==> src/rtl/fifo_stream_framer.sv <==
// fifo_stream_framer: pops a fall-through FIFO and re-emits words as a packetised valid/ready stream
// Ports: rd_clk/rd_rst_n (read clock, async active-low reset), enable (stream on/off),
//        fifo_rd_data/fifo_empty/fifo_rd_en (FIFO read side), m_data/m_valid/m_last/m_ready
//        (output stream, m_last on every PKT_LEN-th word), busy, underrun/underrun_count/underrun_clr
//        (in-packet starvation status).
module fifo_stream_framer #(
  parameter int DATA_WIDTH = 16,
  parameter int PKT_LEN    = 16
) (
  input  logic                  rd_clk,
  input  logic                  rd_rst_n,
  input  logic                  enable,
  input  logic [DATA_WIDTH-1:0] fifo_rd_data,
  input  logic                  fifo_empty,
  output logic                  fifo_rd_en,
  output logic [DATA_WIDTH-1:0] m_data,
  output logic                  m_valid,
  output logic                  m_last,
  input  logic                  m_ready,
  output logic                  busy,
  output logic                  underrun,
  output logic [15:0]           underrun_count,
  input  logic                  underrun_clr
);
  localparam int CW = $clog2(PKT_LEN);
  localparam logic [CW-1:0] CNT_LAST = CW'(PKT_LEN - 1);
  localparam logic [1:0] IDLE   = 2'd0;
  localparam logic [1:0] STREAM = 2'd1;
  localparam logic [1:0] DRAIN  = 2'd2;

  logic [1:0]            r_state;
  logic [1:0]            r_occ;
  logic [CW-1:0]         r_pop_cnt;
  logic [DATA_WIDTH-1:0] r_data [2];
  logic [1:0]            r_last;
  logic                  r_underrun;
  logic [15:0]           r_ucnt;

  logic                  w_hs;
  logic                  w_pop_last;
  logic                  w_wr_idx;
  logic                  w_event;
  logic [CW-1:0]         w_cnt_nxt;
  logic [1:0]            w_state_nxt;

  // Pop decision uses only registered state and fifo_empty, never m_ready.
  assign fifo_rd_en = (r_state != IDLE) && !fifo_empty && (r_occ != 2'd2);
  assign w_pop_last = r_pop_cnt == CNT_LAST;
  assign w_hs       = m_valid && m_ready;
  // A popped word lands behind whatever survives this cycle's handshake.
  assign w_wr_idx   = r_occ[0] && !w_hs;
  assign w_cnt_nxt  = !fifo_rd_en ? r_pop_cnt : w_pop_last ? '0 : r_pop_cnt + CW'(1);
  assign w_event    = (r_state != IDLE) && (r_pop_cnt != '0) && fifo_empty && (r_occ == 2'd0);

  // Stop decisions look at the post-pop count so a pop in the same cycle
  // as enable falling can never leave a packet cut short.
  assign w_state_nxt = (r_state == IDLE)   ? (enable ? STREAM : IDLE) :
                       (r_state == STREAM) ? (enable ? STREAM : (w_cnt_nxt == '0) ? IDLE : DRAIN) :
                       (fifo_rd_en && w_pop_last) ? IDLE : DRAIN;

  assign m_valid        = r_occ != 2'd0;
  assign m_data         = r_data[0];
  assign m_last         = r_last[0];
  assign busy           = (r_state != IDLE) || m_valid;
  assign underrun       = r_underrun;
  assign underrun_count = r_ucnt;

  always_ff @(posedge rd_clk or negedge rd_rst_n) begin
    if (!rd_rst_n) begin
      r_state    <= IDLE;
      r_occ      <= 2'd0;
      r_pop_cnt  <= '0;
      r_data[0]  <= '0;
      r_data[1]  <= '0;
      r_last     <= 2'b00;
      r_underrun <= 1'b0;
      r_ucnt     <= 16'h0000;
    end else begin
      r_state   <= w_state_nxt;
      r_pop_cnt <= w_cnt_nxt;
      r_occ     <= r_occ + {1'b0, fifo_rd_en} - {1'b0, w_hs};
      if (w_hs) begin
        r_data[0] <= r_data[1];
        r_last[0] <= r_last[1];
      end
      if (fifo_rd_en) begin
        r_data[w_wr_idx] <= fifo_rd_data;
        r_last[w_wr_idx] <= w_pop_last;
      end
      if (underrun_clr) begin
        r_underrun <= 1'b0;
        r_ucnt     <= 16'h0000;
      end else if (w_event) begin
        r_underrun <= 1'b1;
        if (r_ucnt != 16'hFFFF) r_ucnt <= r_ucnt + 16'h0001;
      end
    end
  end
endmodule

==> config.mk <==
export PLATFORM = sky130hd
export DESIGN_NAME = fifo_stream_framer
export DESIGN_NICKNAME = d
export VERILOG_FILES = /design/src/rtl/fifo_stream_framer.sv
export SDC_FILE = /design/constraint.sdc
export NUM_CORES = 1
export LEC_CHECK = 0
export BUFFER_PORTS_ARGS = -buffer_cell sky130_fd_sc_hd__buf_2
export CORE_MARGIN = 2
export CORE_UTILIZATION = 49
export DETAILED_ROUTE_END_ITERATION = 8
export PLACE_DENSITY = 0.75
export SKIP_CTS_REPAIR_TIMING = 1
export SLEW_MARGIN = 40
export SYNTH_ARGS = -nofsm -noshare
export SYNTH_HDL_FRONTEND = slang
export SYNTH_SLANG_ARGS = --single-unit
==> constraint.sdc <==
create_clock -name rd_clk -period 2.2 [get_ports rd_clk]
set_clock_uncertainty 0.1 [all_clocks]
set_input_delay 0 -clock rd_clk [delete_from_list [all_inputs] [get_ports rd_clk]]
set_output_delay 0 -clock rd_clk [all_outputs]
set_load 0.02 [all_outputs]
==> metrics.yaml <==
status:
  status: "finished, violations left"
  violations: "hold timing"
global_route:
  grt.total_usage_pct: 18.5
  antenna_found_initial: 0
  grt_overflow: 0
  grt_first_pass_wirelength_mm: 9.28
  grt_max_degree: 46
  grt_pass1_vias: 1991
worst_setup_path:
  crit_fanout: 5
  path_class: "flip-flop to flip-flop"
  worstPathRequired_ns: 2.32
  critPathCaptureType: "flip-flop"
  critPathArrivalTime_ns: 2.10
  start_kind: "flip-flop"
logic_synthesis:
  synth.avg_cell_area_um2: 10.7
  synth_top_area_cell: "dfrtp_1"
  yosysMostFrequentCell: "dfrtp_1"
  synth_cell_types: 40
  synth_top_cells_by_count: "dfrtp_1, nand2_1, o21ai_0, nor2_1, mux2i_1"
  synthCells: 274
  synthesis.area_um2: 2930
  yosysSeqAreaShare_pct: 50.3
  synthArstFlopShare_pct: 100
  yosys_warnings: 0
  synth_top_cells_by_area: "dfrtp_1, mux2i_1, mux2_2"
  yosysTopAreaCellShare_pct: 50.3
  ys_ff_latch: 59
  synth_edf_count: 0
  synth_ff_type: "dfrtp_1"
  synth_nets: 302
detailed_routing:
  drtIter0Drc: 193
  wl_per_cell_um: 14.0
  via_per_inst: 5.17
  num_vias: 2189
  totalWireLength_mm: 5.94
  drc_errors: 0
  ant_nets: 0
  drt_pass1_iterations: 4
final_layout:
  diodes: 0
  seq_area_um2: 1480
  drive_above_1_share_pct: 31.9
  multiInputGateArea_um2: 1260
  area_growth_pct: 23.3
  final_nets: 371
  nFillCells: 483
timing:
  min_period_ns: 1.98
  holdWs_ns: -0.0144
  slew_violations: 0
  setup_viol_count_final: 0
  worst_slew_margin_rel_pct: 76.1
  min_period_over_period_pct: 90.0
  grt_setup_unrepaired: "no"
  setup_ws_ns: 0.221
  tightestPinTransition_ns: 0.359
  fmax_mhz: 505
  hold_viol_final: 1
  tns_ns: 0
cts:
  clk-insertion-delay-late_ns: 0.33
  cts_max_path_buffers: 2
  clockRootBuffer: "clkbuf_8"
  cts_buffers: 9
  h-tree-depth: 3
  cts_sinks: 59
  cts_tree: "yes"
  clk_pin_slew_ns: 0.07
hold_path:
  hp-class: "primary input to flip-flop"
placement:
  dp_hpwl_mm: 3.91
  numPortBuffers: 58
  post-place-ws_ns: 0.228
  finalWeightedCongestion: 0.866
job:
  maxCapViolations: 0
die:
  fp.dieH_um: 81.4
  ios: 59
  fp.dieW_um: 81.4
  num_rows: 28
  die_area_um2: 6620
  floorplan.initialDensity_pct: 50.1
  core_um2: 5850
pwr:
  p_leak_nw: 1.72
  ir_worst_vdd_uv: 687
  p_per_area_nw_per_um2: 1190
  power.total_w: 0.00430
## power by group
group	switching, W	internal (W)	total, W
registers	0.000234	0.00148	0.00171
logic	0.000890	0.000703	0.00159
clock network	0.000445	0.000554	0.000999
total	0.00157	0.00273	0.00430
## layer usage
layer / routed length, µm / global-route usage [%] / part of all wire, % / vias up
li1: - / - / - / 1071
met1: 2670 / 24.1 / 45 / 1054
met2: 2910 / 28.6 / 49 / 60
met3: 302 / 6.00 / 5.1 / 4
met4: 52 / 6.78 / 0.88 / 0
met5: 0 / 0 / 0 / -
## cells by family (layout without fill, tap and decap cells)
kind of cell             count (synthesis)  after routing  share of synthesized area [%]
XOR/XNOR                                16             16                           4.78
AO/OA/AOI/OAI                           30             30                           5.72
multiplexers                            35             35                           12.8
buffers and inverters                   34            108                           6.87
AND/OR/NAND/NOR                         94             94                           16.9
adder cells (fa/ha/maj)                  6              6                           2.56
flip-flops                              59             59                           50.3
## through the flow
stage	cell area, µm²	utilization (%)	hold slack [ns]	instances
final	3620	61.8	-0.0144	423
after global routing	3620	61.8	0.00118	423
after CTS	3430	58.6	-0.542	404
after detailed placement	3230	55.1	-0.171	388
after global placement	3230	55.1	-0.177	388
after floorplan	2940	-	-0.396	274
## worst max-delay path: stages, from the launching register on
cell and delay (ns):
dfrtp_1 0.41, inv_1 0.07, ha_1 0.17, or3b_2 0.18, nand4b_1 0.11, or2_4 0.30, o31a_2 0.32, o21ba_2 0.21
## registers in the layout (all words and copies together) (netlist names)
register and count:
r_state 2, r_data 16, r_pop_cnt 4, r_occ 2, m_data 16, underrun_count 16, underrun 1, r_last 2
## worst paths after layout
| path | startpoint | end | slack [ns] | cells past startpoint |
|---|---|---|---|---|
| setup / recovery | r_pop_cnt[1]$_DFF_PN0_ | underrun_count[11]$_DFFE_PN0P_ | 0.22 | 7 |
| hold / removal | fifo_empty | r_pop_cnt[3]$_DFF_PN0_ | -0.01 | 3 |
| setup reg to reg | r_pop_cnt[1]$_DFF_PN0_ | underrun_count[11]$_DFFE_PN0P_ | 0.22 | 7 |
| hold reg to reg | r_state[1]$_DFF_PN0_ | r_state[0]$_DFF_PN0_ | 0.38 | 1 |
| max in group asynchronous | rd_rst_n | r_pop_cnt[3]$_DFF_PN0_ | 1.40 | 3 |
| min in group asynchronous | rd_rst_n | m_data[13]$_DFF_PN0_ | 0.03 | 2 |
## area by class of cell
class,count,area share (%)
clock buffer,10,3.80
clock inverter,6,1.76
inverter,8,0.830
multi-input combinational,181,34.8
sequential,59,40.8
tap,75,2.59
timing repair buffer,84,15.4
## cell usage in the layout, fill, tap and decap left out, types with 6 or more instances in the layout
master	n
dfrtp_1	59
buf_2	58
nand2_1	30
o21ai_0	21
nor2_1	19
dlygate4sd3_1	19
mux2i_1	18
xnor2_1	16
mux2_2	16
clkbuf_8	10
inv_1	7
nand3_1	7
nor3_1	7
nor4_1	6
ha_1	6
No activity file was read; power rests on OpenSTA's default activity.
